**src/rtl/cpu_mem_ctrl_if.sv**
```systemverilog
// CPU request/ready handshake and SRAM port bundled for the memory controller.
interface cpu_mem_ctrl_if #(
  parameter int unsigned SRAM_AW = 16
) ();

  // CPU read channel
  logic [1:0]         m_in_sig_read;
  logic [31:0]        m_in_addr;
  logic [31:0]        m_in_data;
  logic               m_in_ready;

  // CPU write channel
  logic [1:0]         m_out_sig_write;
  logic [31:0]        m_out_addr;
  logic [31:0]        m_out_data;
  logic               m_out_ready;

  // Synchronous single-port SRAM
  logic               sram_en;
  logic               sram_we;
  logic [SRAM_AW-1:0] sram_addr;
  logic [3:0]         sram_be;
  logic [31:0]        sram_wdata;
  logic [31:0]        sram_rdata;

  // Environment side: CPU requests plus the SRAM array
  modport master (
    output m_in_sig_read, m_in_addr,
    input  m_in_data, m_in_ready,
    output m_out_sig_write, m_out_addr, m_out_data,
    input  m_out_ready,
    input  sram_en, sram_we, sram_addr, sram_be, sram_wdata,
    output sram_rdata
  );

  // Controller side
  modport slave (
    input  m_in_sig_read, m_in_addr,
    output m_in_data, m_in_ready,
    input  m_out_sig_write, m_out_addr, m_out_data,
    output m_out_ready,
    output sram_en, sram_we, sram_addr, sram_be, sram_wdata,
    input  sram_rdata
  );

endinterface

```
**src/rtl/cpu_mem_ctrl.sv**
```systemverilog
// CPU-to-SRAM memory controller: byte/half/word accesses at any byte address,
// misaligned accesses split into two word beats, one-cycle ready pulses back to the CPU.
module cpu_mem_ctrl #(
  parameter int unsigned SRAM_AW = 16
) (
  input logic           clk,
  input logic           reset,
  cpu_mem_ctrl_if.slave bus
);

  // Byte-address bits that actually reach the SRAM; everything above wraps.
  localparam int unsigned AW = SRAM_AW + 2;

  typedef enum logic [2:0] {
    StIdle,
    StRdA,
    StRdB,
    StRdDone,
    StWrA,
    StWrB,
    StWrDone
  } state_e;

  state_e r_state;
  state_e w_state_d;

  // Captured requests
  logic [1:0]    r_rd_size;
  logic [AW-1:0] r_rd_addr;
  logic [1:0]    r_wr_size;
  logic [AW-1:0] r_wr_addr;
  logic [31:0]   r_wr_data;
  logic          r_wr_pend;

  // Read datapath and CPU-facing registers
  logic [31:0]   r_data_a;
  logic [31:0]   r_in_data;
  logic          r_in_ready;
  logic          r_out_ready;

  // Lane mask for a size code: 1=byte, 2=half, 3=word.
  function automatic logic [3:0] size_mask(input logic [1:0] size);
    case (size)
      2'd1:    return 4'b0001;
      2'd2:    return 4'b0011;
      2'd3:    return 4'b1111;
      default: return 4'b0000;
    endcase
  endfunction

  // Bit mask covering the low 8/16/32 bits of a size code.
  function automatic logic [31:0] data_mask(input logic [1:0] size);
    logic [3:0] m;
    m = size_mask(size);
    return {{8{m[3]}}, {8{m[2]}}, {8{m[1]}}, {8{m[0]}}};
  endfunction

  // An access needs a second beat when it runs past the end of its first word.
  function automatic logic misaligned(input logic [1:0] size, input logic [1:0] off);
    return ((size == 2'd2) && (off == 2'd3)) || ((size == 2'd3) && (off != 2'd0));
  endfunction

  // ------------------------------------------------------------------
  // Address split and lane datapaths
  // ------------------------------------------------------------------
  logic [1:0]         w_rd_off;
  logic [SRAM_AW-1:0] w_rd_wa;
  logic [SRAM_AW-1:0] w_rd_wb;
  logic               w_rd_mis;
  logic [31:0]        w_rd_lo;
  logic [31:0]        w_rd_hi;
  logic [31:0]        w_rd_result;

  logic [1:0]         w_wr_off;
  logic [SRAM_AW-1:0] w_wr_wa;
  logic [SRAM_AW-1:0] w_wr_wb;
  logic               w_wr_mis;
  logic [63:0]        w_wr_d64;
  logic [7:0]         w_wr_m8;

  logic               w_unused;

  assign w_rd_off = r_rd_addr[1:0];
  assign w_rd_wa  = r_rd_addr[AW-1:2];
  assign w_rd_wb  = w_rd_wa + SRAM_AW'(1);
  assign w_rd_mis = misaligned(r_rd_size, w_rd_off);

  // In RD_DONE the live rdata is beat B when misaligned, otherwise the only beat.
  assign w_rd_lo     = w_rd_mis ? r_data_a : bus.sram_rdata;
  assign w_rd_hi     = w_rd_mis ? bus.sram_rdata : 32'd0;
  assign w_rd_result = 32'({w_rd_hi, w_rd_lo} >> {w_rd_off, 3'b000}) & data_mask(r_rd_size);

  assign w_wr_off = r_wr_addr[1:0];
  assign w_wr_wa  = r_wr_addr[AW-1:2];
  assign w_wr_wb  = w_wr_wa + SRAM_AW'(1);
  assign w_wr_mis = misaligned(r_wr_size, w_wr_off);
  assign w_wr_d64 = {32'd0, r_wr_data & data_mask(r_wr_size)} << {w_wr_off, 3'b000};
  assign w_wr_m8  = {4'd0, size_mask(r_wr_size)} << w_wr_off;

  // Upper address bits are ignored so the SRAM aliases across the byte space.
  assign w_unused = ^{bus.m_in_addr[31:AW], bus.m_out_addr[31:AW]};

  // ------------------------------------------------------------------
  // FSM
  // ------------------------------------------------------------------

  // State register
  always_ff @(posedge clk or negedge reset) begin
    if (!reset) begin
      r_state <= StIdle;
    end else begin
      r_state <= w_state_d;
    end
  end

  // Next-state logic; a read wins over a simultaneous write
  always_comb begin
    w_state_d = r_state;
    case (r_state)
      StIdle: begin
        if (bus.m_in_sig_read != 2'd0) begin
          w_state_d = StRdA;
        end else if (bus.m_out_sig_write != 2'd0) begin
          w_state_d = StWrA;
        end
      end
      StRdA:    w_state_d = w_rd_mis ? StRdB : StRdDone;
      StRdB:    w_state_d = StRdDone;
      StRdDone: w_state_d = r_wr_pend ? StWrA : StIdle;
      StWrA:    w_state_d = w_wr_mis ? StWrB : StWrDone;
      StWrB:    w_state_d = StWrDone;
      StWrDone: w_state_d = StIdle;
      default:  w_state_d = StIdle;
    endcase
  end

  // SRAM port driven from the current state; idle and done states keep it quiet
  always_comb begin
    bus.sram_en    = 1'b0;
    bus.sram_we    = 1'b0;
    bus.sram_addr  = '0;
    bus.sram_be    = 4'b0000;
    bus.sram_wdata = 32'd0;
    case (r_state)
      StRdA: begin
        bus.sram_en   = 1'b1;
        bus.sram_addr = w_rd_wa;
        bus.sram_be   = 4'b1111;
      end
      StRdB: begin
        bus.sram_en   = 1'b1;
        bus.sram_addr = w_rd_wb;
        bus.sram_be   = 4'b1111;
      end
      StWrA: begin
        bus.sram_en    = 1'b1;
        bus.sram_we    = 1'b1;
        bus.sram_addr  = w_wr_wa;
        bus.sram_be    = w_wr_m8[3:0];
        bus.sram_wdata = w_wr_d64[31:0];
      end
      StWrB: begin
        bus.sram_en    = 1'b1;
        bus.sram_we    = 1'b1;
        bus.sram_addr  = w_wr_wb;
        bus.sram_be    = w_wr_m8[7:4];
        bus.sram_wdata = w_wr_d64[63:32];
      end
      default: ;
    endcase
  end

  // ------------------------------------------------------------------
  // Datapath registers
  // ------------------------------------------------------------------

  // Read request capture, only while idle
  always_ff @(posedge clk or negedge reset) begin
    if (!reset) begin
      r_rd_size <= 2'd0;
      r_rd_addr <= '0;
    end else if ((r_state == StIdle) && (bus.m_in_sig_read != 2'd0)) begin
      r_rd_size <= bus.m_in_sig_read;
      r_rd_addr <= bus.m_in_addr[AW-1:0];
    end
  end

  // Write request capture; marked pending when a read arrived on the same edge
  always_ff @(posedge clk or negedge reset) begin
    if (!reset) begin
      r_wr_size <= 2'd0;
      r_wr_addr <= '0;
      r_wr_data <= 32'd0;
      r_wr_pend <= 1'b0;
    end else if ((r_state == StIdle) && (bus.m_out_sig_write != 2'd0)) begin
      r_wr_size <= bus.m_out_sig_write;
      r_wr_addr <= bus.m_out_addr[AW-1:0];
      r_wr_data <= bus.m_out_data;
      r_wr_pend <= (bus.m_in_sig_read != 2'd0);
    end else if (r_state == StRdDone) begin
      r_wr_pend <= 1'b0;
    end
  end

  // Beat A read data is parked while beat B is fetched
  always_ff @(posedge clk or negedge reset) begin
    if (!reset) begin
      r_data_a <= 32'd0;
    end else if (r_state == StRdB) begin
      r_data_a <= bus.sram_rdata;
    end
  end

  // Read result held until the next read completes
  always_ff @(posedge clk or negedge reset) begin
    if (!reset) begin
      r_in_data <= 32'd0;
    end else if (r_state == StRdDone) begin
      r_in_data <= w_rd_result;
    end
  end

  // One-cycle ready pulses leaving the DONE states
  always_ff @(posedge clk or negedge reset) begin
    if (!reset) begin
      r_in_ready  <= 1'b0;
      r_out_ready <= 1'b0;
    end else begin
      r_in_ready  <= (r_state == StRdDone);
      r_out_ready <= (r_state == StWrDone);
    end
  end

  assign bus.m_in_data   = r_in_data;
  assign bus.m_in_ready  = r_in_ready;
  assign bus.m_out_ready = r_out_ready;

endmodule
```
**src/flat_wrapper.sv**
```systemverilog
// flat-port wrapper written by rule: the top's interface ports become plain ports
module cpu_mem_ctrl_flat 
#(
  parameter int unsigned SRAM_AW = 16
)
  (clk, reset, bus_m_in_sig_read, bus_m_in_addr, bus_m_in_data, bus_m_in_ready, bus_m_out_sig_write, bus_m_out_addr, bus_m_out_data, bus_m_out_ready, bus_sram_en, bus_sram_we, bus_sram_addr, bus_sram_be, bus_sram_wdata, bus_sram_rdata);
  cpu_mem_ctrl_if #(.SRAM_AW(SRAM_AW)) bus_i ();
  input logic clk;
  input logic reset;
  input wire logic [$bits(bus_i.m_in_sig_read)-1:0] bus_m_in_sig_read;
  input wire logic [$bits(bus_i.m_in_addr)-1:0] bus_m_in_addr;
  output wire logic [$bits(bus_i.m_in_data)-1:0] bus_m_in_data;
  output wire logic [$bits(bus_i.m_in_ready)-1:0] bus_m_in_ready;
  input wire logic [$bits(bus_i.m_out_sig_write)-1:0] bus_m_out_sig_write;
  input wire logic [$bits(bus_i.m_out_addr)-1:0] bus_m_out_addr;
  input wire logic [$bits(bus_i.m_out_data)-1:0] bus_m_out_data;
  output wire logic [$bits(bus_i.m_out_ready)-1:0] bus_m_out_ready;
  output wire logic [$bits(bus_i.sram_en)-1:0] bus_sram_en;
  output wire logic [$bits(bus_i.sram_we)-1:0] bus_sram_we;
  output wire logic [$bits(bus_i.sram_addr)-1:0] bus_sram_addr;
  output wire logic [$bits(bus_i.sram_be)-1:0] bus_sram_be;
  output wire logic [$bits(bus_i.sram_wdata)-1:0] bus_sram_wdata;
  input wire logic [$bits(bus_i.sram_rdata)-1:0] bus_sram_rdata;
  assign bus_i.m_in_sig_read = bus_m_in_sig_read;
  assign bus_i.m_in_addr = bus_m_in_addr;
  assign bus_m_in_data = bus_i.m_in_data;
  assign bus_m_in_ready = bus_i.m_in_ready;
  assign bus_i.m_out_sig_write = bus_m_out_sig_write;
  assign bus_i.m_out_addr = bus_m_out_addr;
  assign bus_i.m_out_data = bus_m_out_data;
  assign bus_m_out_ready = bus_i.m_out_ready;
  assign bus_sram_en = bus_i.sram_en;
  assign bus_sram_we = bus_i.sram_we;
  assign bus_sram_addr = bus_i.sram_addr;
  assign bus_sram_be = bus_i.sram_be;
  assign bus_sram_wdata = bus_i.sram_wdata;
  assign bus_i.sram_rdata = bus_sram_rdata;
  cpu_mem_ctrl #(.SRAM_AW(SRAM_AW)) u_core (.clk(clk), .reset(reset), .bus(bus_i));
endmodule
```
**config.mk**
```make
export PLATFORM = sky130hd
export DESIGN_NAME = cpu_mem_ctrl_flat
export DESIGN_NICKNAME = d
export VERILOG_FILES = /design/src/rtl/cpu_mem_ctrl_if.sv /design/src/rtl/cpu_mem_ctrl.sv /design/src/flat_wrapper.sv
export SDC_FILE = /design/constraint.sdc
export NUM_CORES = 1
export LEC_CHECK = 0
export ABC_AREA = 1
export CAP_MARGIN = 20
export CORE_MARGIN = 2
export CORE_UTILIZATION = 45
export CTS_CLUSTER_SIZE = 14
export DETAILED_ROUTE_END_ITERATION = 10
export PLACE_DENSITY = 0.75
export SETUP_SLACK_MARGIN = 0.1
export SYNTH_ARGS = -nofsm -noshare
export SYNTH_HDL_FRONTEND = slang
export SYNTH_SLANG_ARGS = --single-unit
```
**constraint.sdc**
```tcl
create_clock -name clk -period 2.76 [get_ports clk]
set_clock_uncertainty 0.1 [all_clocks]
set_input_delay 0.69 -clock clk [delete_from_list [all_inputs] [get_ports clk]]
set_output_delay 0.69 -clock clk [all_outputs]
set_load 0.01 [all_outputs]
```
# [After elaboration in Yosys (flattened, before gate mapping)]
# Cells that the tools add are included.
[word_totals] register_bits=142 out_inout_bits=88 word_cells=67
[op_classes] add_sub_neg=2 n_eq_ne=15 n_shift=3 n_mux=17 bitwise=2 n_reduce_logical=17
[ops] operator="$and 32x32->32" count=2
[ops] operator="$mux 32" count=2
[ops] operator="$pmux 16 s4" count=1
[ops] operator="$pmux 32 s2" count=1
[ops] operator="$shl 32x5->64" count=1
[ops] operator="$shr 64x5->32" count=1
[ops] operator="$pmux 4 s3" count=3
[ops] operator="$add 16x1->16 const B" count=2
[ops] operator="$pmux 3 s6" count=1
[ops] operator="$eq 2x2->1 const B" count=6
[ops] operator="$reduce_bool 2->1" count=5
[ops] operator="$eq 3x3->1 const B" count=3
[ops] operator="$mux 3" count=3
[ops] operator="$shl 4x2->8" count=1
[ops] operator="$eq 3x2->1 const B" count=2
[ops] operator="$logic_and 1x1->1" count=6
[ops] operator="$mux 1" count=5
[ops] operator="$eq 2x1->1 const B" count=2
[ops] operator="$reduce_or 2->1" count=2
[ops] operator="$reduce_or 4->1" count=1
[ops] operator="$eq 3x1->1 const B" count=1
[ops] operator="$logic_not 3->1" count=1
[ops] operator="$ne 3x1->1 const B" count=1
[ops] operator="$logic_or 1x1->1" count=2
[ops] operator="$mux 2" count=1

# [Logic depth before layout (Yosys ltp)]
# Gate-level depths: netlist of run 1.
[depth] word_depth=6 depth_mapped=12 mapped_depth_nobuf=12

# [Worst setup path after synthesis of run 1]
# OpenSTA, ideal clock, no wires.
[synth_path] path_kind="reg-to-output" start="register u_core.r_state[1]" end="output bus_sram_addr[14]" arrival_time_ns=1.689 required_ns=1.970 path_slack_ns=0.281 path_stages_with_launch=12 cell_sequence="dfrtp_1 -> inv_2 -> buf_2 -> nand4_1 -> nand2_1 -> ha_1 -> nand3_2 -> nor2_1 -> nand3_1 -> nand2_1 -> nand3_1 -> nand2_1"
[synth_via] elab_chain_len=2 word_cells_on_any_way=5
[synth_lines] item="start: declaration" line_no="cpu_mem_ctrl.sv:24" rtl="state_e r_state;"
[synth_lines] item="start signal: assignment" line_no="cpu_mem_ctrl.sv:110" rtl="r_state <= StIdle;"
[synth_lines] item="start signal: assignment" line_no="cpu_mem_ctrl.sv:112" rtl="r_state <= w_state_d;"
[synth_lines] item="$eq 3x3->1 (tied with other cells)" line_no="cpu_mem_ctrl.sv:144" rtl="case (r_state)"
[synth_lines] item="$pmux 16 s4 (*)" line_no="cpu_mem_ctrl.sv:144"
[synth_lines] item="end: declaration" line_no="flat_wrapper.sv:20" rtl="output wire logic [$bits(bus_i.sram_addr)-1:0] bus_sram_addr;"
# Every way passes the cells marked *; elsewhere a longest branch is shown, timed or not.

# [Worst setup path after layout of run 1]
[layout_path] start="register u_core.r_state[1]" end="output bus_sram_wdata[21]"
[layout_via] elab_chain_len=2 word_cells_on_any_way=3
[layout_lines] item="$eq 3x3->1" line_no="cpu_mem_ctrl.sv:144"
[layout_lines] item="$pmux 32 s2 (*)" line_no="cpu_mem_ctrl.sv:144"
[layout_lines] item="end: declaration" line_no="flat_wrapper.sv:22" rtl="output wire logic [$bits(bus_i.sram_wdata)-1:0] bus_sram_wdata;"
# Marked as above.

==> run metrics, run 1 <==
initial antenna violation count 3; Port Buf Inserts 193; Clock Tree Buf Depth 2; failing checks setup timing; wire length of the first global-routing pass 50200 µm; first-pass iteration count of the detailed router 6; Placement Rows 50; fin nets 1699; final setup margin -0.447 ns; DR iter-0 viols 1214; post-route ant nets 0; post-route cell area 0.0133 mm²; Tmin final 3.21 ns; largest net degree at the start of global routing 74; Avg Cell Area, Syn 6.75 µm²; Yosys top cell by area dfrtp_1; Syn Inst Count 1275; Mapped Nets 1410; Slew Limit Fails 0; routed wire length per instance 18.5 µm; crit path capture type output port; Worst Path Required 1.97 ns; Slew @ Worst Pin 0.695 ns; startpoint class of the critical path flip-flop; final hold vios 0; io pins 222; max_cap viols 0; Final Setup Violations 50; sequential area share after synthesis 0.407; FMAX 312 MHz; GPL Wtd Cong 0.940; Congestion Overflow GR 0; area delta synth->final 54.5%; CTS tree yes; Synth cell types 38; DP Area 0.0113 mm²; number of vias per cell 5.56; P_leak 6.23 nW; Clock Latency Late Sink 0.43 ns; Non-Filler Instances 1812; CTS Hold Bufs 0; top cells by area, synth dfrtp_1 (41%), nand2_1 (22%), o21ai_0 (9.2%); number of remaining DRC errors 0; CTS buffer count 17; period utilization 1.16; run status finished, violations left; area of the mapped netlist 0.00860 mm²; number of synthesis warnings 0; vias in the first global route 9334; setup TNS -8.08 ns; Die H 142 µm; Worst VDD drop 0.653 mV; Initial Util 0.460; Synth Register Bits 140; area of the core 0.0187 mm²; share of layout cells above drive strength 1 0.245; proportion of netlist area held by the largest area contributor 0.407; Critical Path Fanout Max 6; Final HPWL DP 22000 µm; CTS sink cnt 140; Placement Setup Slack -0.247 ns; RSZ-0062 raised after global routing yes; die area 0.0202 mm²; clk slew on worst S/H paths 0.06 ns; final hold slack 0.153 ns; Die Wd 142 µm; Root Buffer clkbuf_16; PD cells 1180 mW/mm²; Slew HR 0.532; crit path kind reg2out; Routed WL 33600 µm; CTS HTree Levels 4; Hold Crit Class in2async; total number of vias 10.1k; total global-route track usage 0.319; dpl cells 1726; crit path DAT 2.42 ns
[placed cells by master (no fill, tap or decap), types with 8 or more instances in the layout]
| cell | Yosys | routed |
|---|---|---|
| nor2_1 | 79 | 63 |
| o21ai_1 | 19 | 26 |
| nand2_4 | 2 | 8 |
| o22ai_2 | 0 | 8 |
| nand3_4 | 2 | 10 |
| buf_6 | 5 | 62 |
| nor2_4 | 6 | 20 |
| inv_1 | 102 | 94 |
| buf_2 | 21 | 38 |
| dfrtp_1 | 140 | 139 |
| o22ai_4 | 0 | 12 |
| nand2_2 | 5 | 28 |
| o21ai_0 | 158 | 147 |
| nand3_1 | 55 | 41 |
| buf_4 | 3 | 88 |
| o211ai_1 | 21 | 21 |
| nand2_1 | 507 | 475 |
| nand4_1 | 13 | 13 |
| buf_12 | 0 | 10 |
| clkbuf_16 | 0 | 17 |
| a21oi_1 | 12 | 10 |
| inv_2 | 11 | 13 |
| clkdlybuf4s50_1 | 0 | 138 |
[state kept, by name, summed over array words and instances, names as in the netlist]
signal                  flops
u_core.r_wr_data           32
u_core.r_wr_addr           18
u_core.r_rd_size            2
u_core.r_wr_pend            1
u_core.r_data_a            30
u_core.bus.m_in_data       32
u_core.bus.m_out_ready      1
u_core.bus.m_in_ready       1
u_core.r_state              3
u_core.r_rd_addr           18
u_core.r_wr_size            2
[routing by layer]
layer	track usage	part of all wire	wire (µm)
met3	0.0569	0.092	3110
met4	0.133	0.045	1510
met1	0.453	0.41	13900
met5	0	0	0
met2	0.484	0.45	15100
[synthesized netlist by cell type]
library cell and n:
nor2_1 79, inv_2 11, o21ai_0 158, inv_1 102
buf_6 5, o21ai_1 19, a21oi_4 1, o21ai_2 1
o31ai_1 5, nor3_4 2, nor2_2 3, clkinv_1 3
nand4_1 13, o21bai_1 1, nand2_1 507, o221ai_1 4
nand3_2 1, ha_1 1, buf_4 3, dfrtp_1 140
o211ai_1 21, clkbuf_1 37, nand2_2 5, nor2_4 6
nor3_1 2, buf_2 21, o311ai_0 1, a21oi_1 12
buf_1 5, nand3_4 2, a22o_1 1, nand2_4 2
o22ai_1 27, nand3_1 55, a22oi_1 2, a31oi_1 9
a211oi_1 1, nand3b_1 7
[critical path, stage by stage, from the launching register on]
cell      delay, ns
dfrtp_1        0.39
inv_2          0.11
nand3_4        0.16
buf_8          0.17
buf_6          0.12
nor2_4         0.17
buf_6          0.13
nand3_4        0.09
o211ai_1       0.42
buf_2          0.23
[stage by stage]
step	total power, mW	util
final	15.6	0.711
after global routing	16.6	0.711
after CTS	14.6	0.679
after detailed placement	11.2	0.605
after global placement	11.0	0.605
after floorplan	7.93	-
[cell families after synthesis]
family | after synthesis | synth area share
and+or+nand+nor | 684 | 0.330
buffers and inverters | 187 | 0.0903
DFF | 140 | 0.407
adders and majority gates | 1 | 0.00145
AOI/OAI and AO/OA | 263 | 0.171
[area by class of cell]
cell class | instances | area (µm²)
Tap cell | 234 | 293
Multi-Input combinational cell | 948 | 5170
Timing Repair inverter | 1 | 20.0
Inverter | 116 | 468
Sequential cell | 140 | 3500
Clock inverter | 9 | 159
Antenna cell | 3 | 7.51
Clock buffer | 21 | 480
Fill cell | 1416 | 5420
Timing Repair Buffer | 340 | 3190
[what timing repair did]
| item | 4_1_cts | 5_1_grt |
|---|---|---|
| gates cloned | 1 | 0 |
| resized for setup | 383 | 109 |
| buffers inserted | 43 | 18 |
| endpoints found under the setup margin | 54 | 54 |
| pin swaps | 64 | 58 |
[where the power goes]
group	internal (mW)	leakage (nW)	total, mW	switching (mW)
registers	3.01	1.76	3.65	0.648
logic	3.71	4.16	9.46	5.75
clock network	1.60	0.312	2.52	0.919
[worst paths after layout]
path	cells past startpoint	from	to	slack [ns]
min in group clk	2	u_core.r_wr_data[8]	u_core.r_wr_data[8]	0.37
worst max-delay path	9	u_core.r_state[1]	bus_sram_wdata[21]	-0.45
worst max register to register	10	u_core.r_state[2]	u_core.r_state[0]	0.14
worst min register to register	2	u_core.r_wr_data[8]	u_core.r_wr_data[8]	0.37
worst min-delay path	1	reset	u_core.r_data_a[27]	0.15
max in group asynchronous	2	reset	u_core.bus.m_in_ready	1.73
No activity file was read; power rests on OpenSTA's default activity.
==> run 2, diff against run 1 <==
Settings changed: SLEW_MARGIN set to 40.
==> results of run 2 <==
No change in the layout: final DEF, timing and power equal those of run 1.
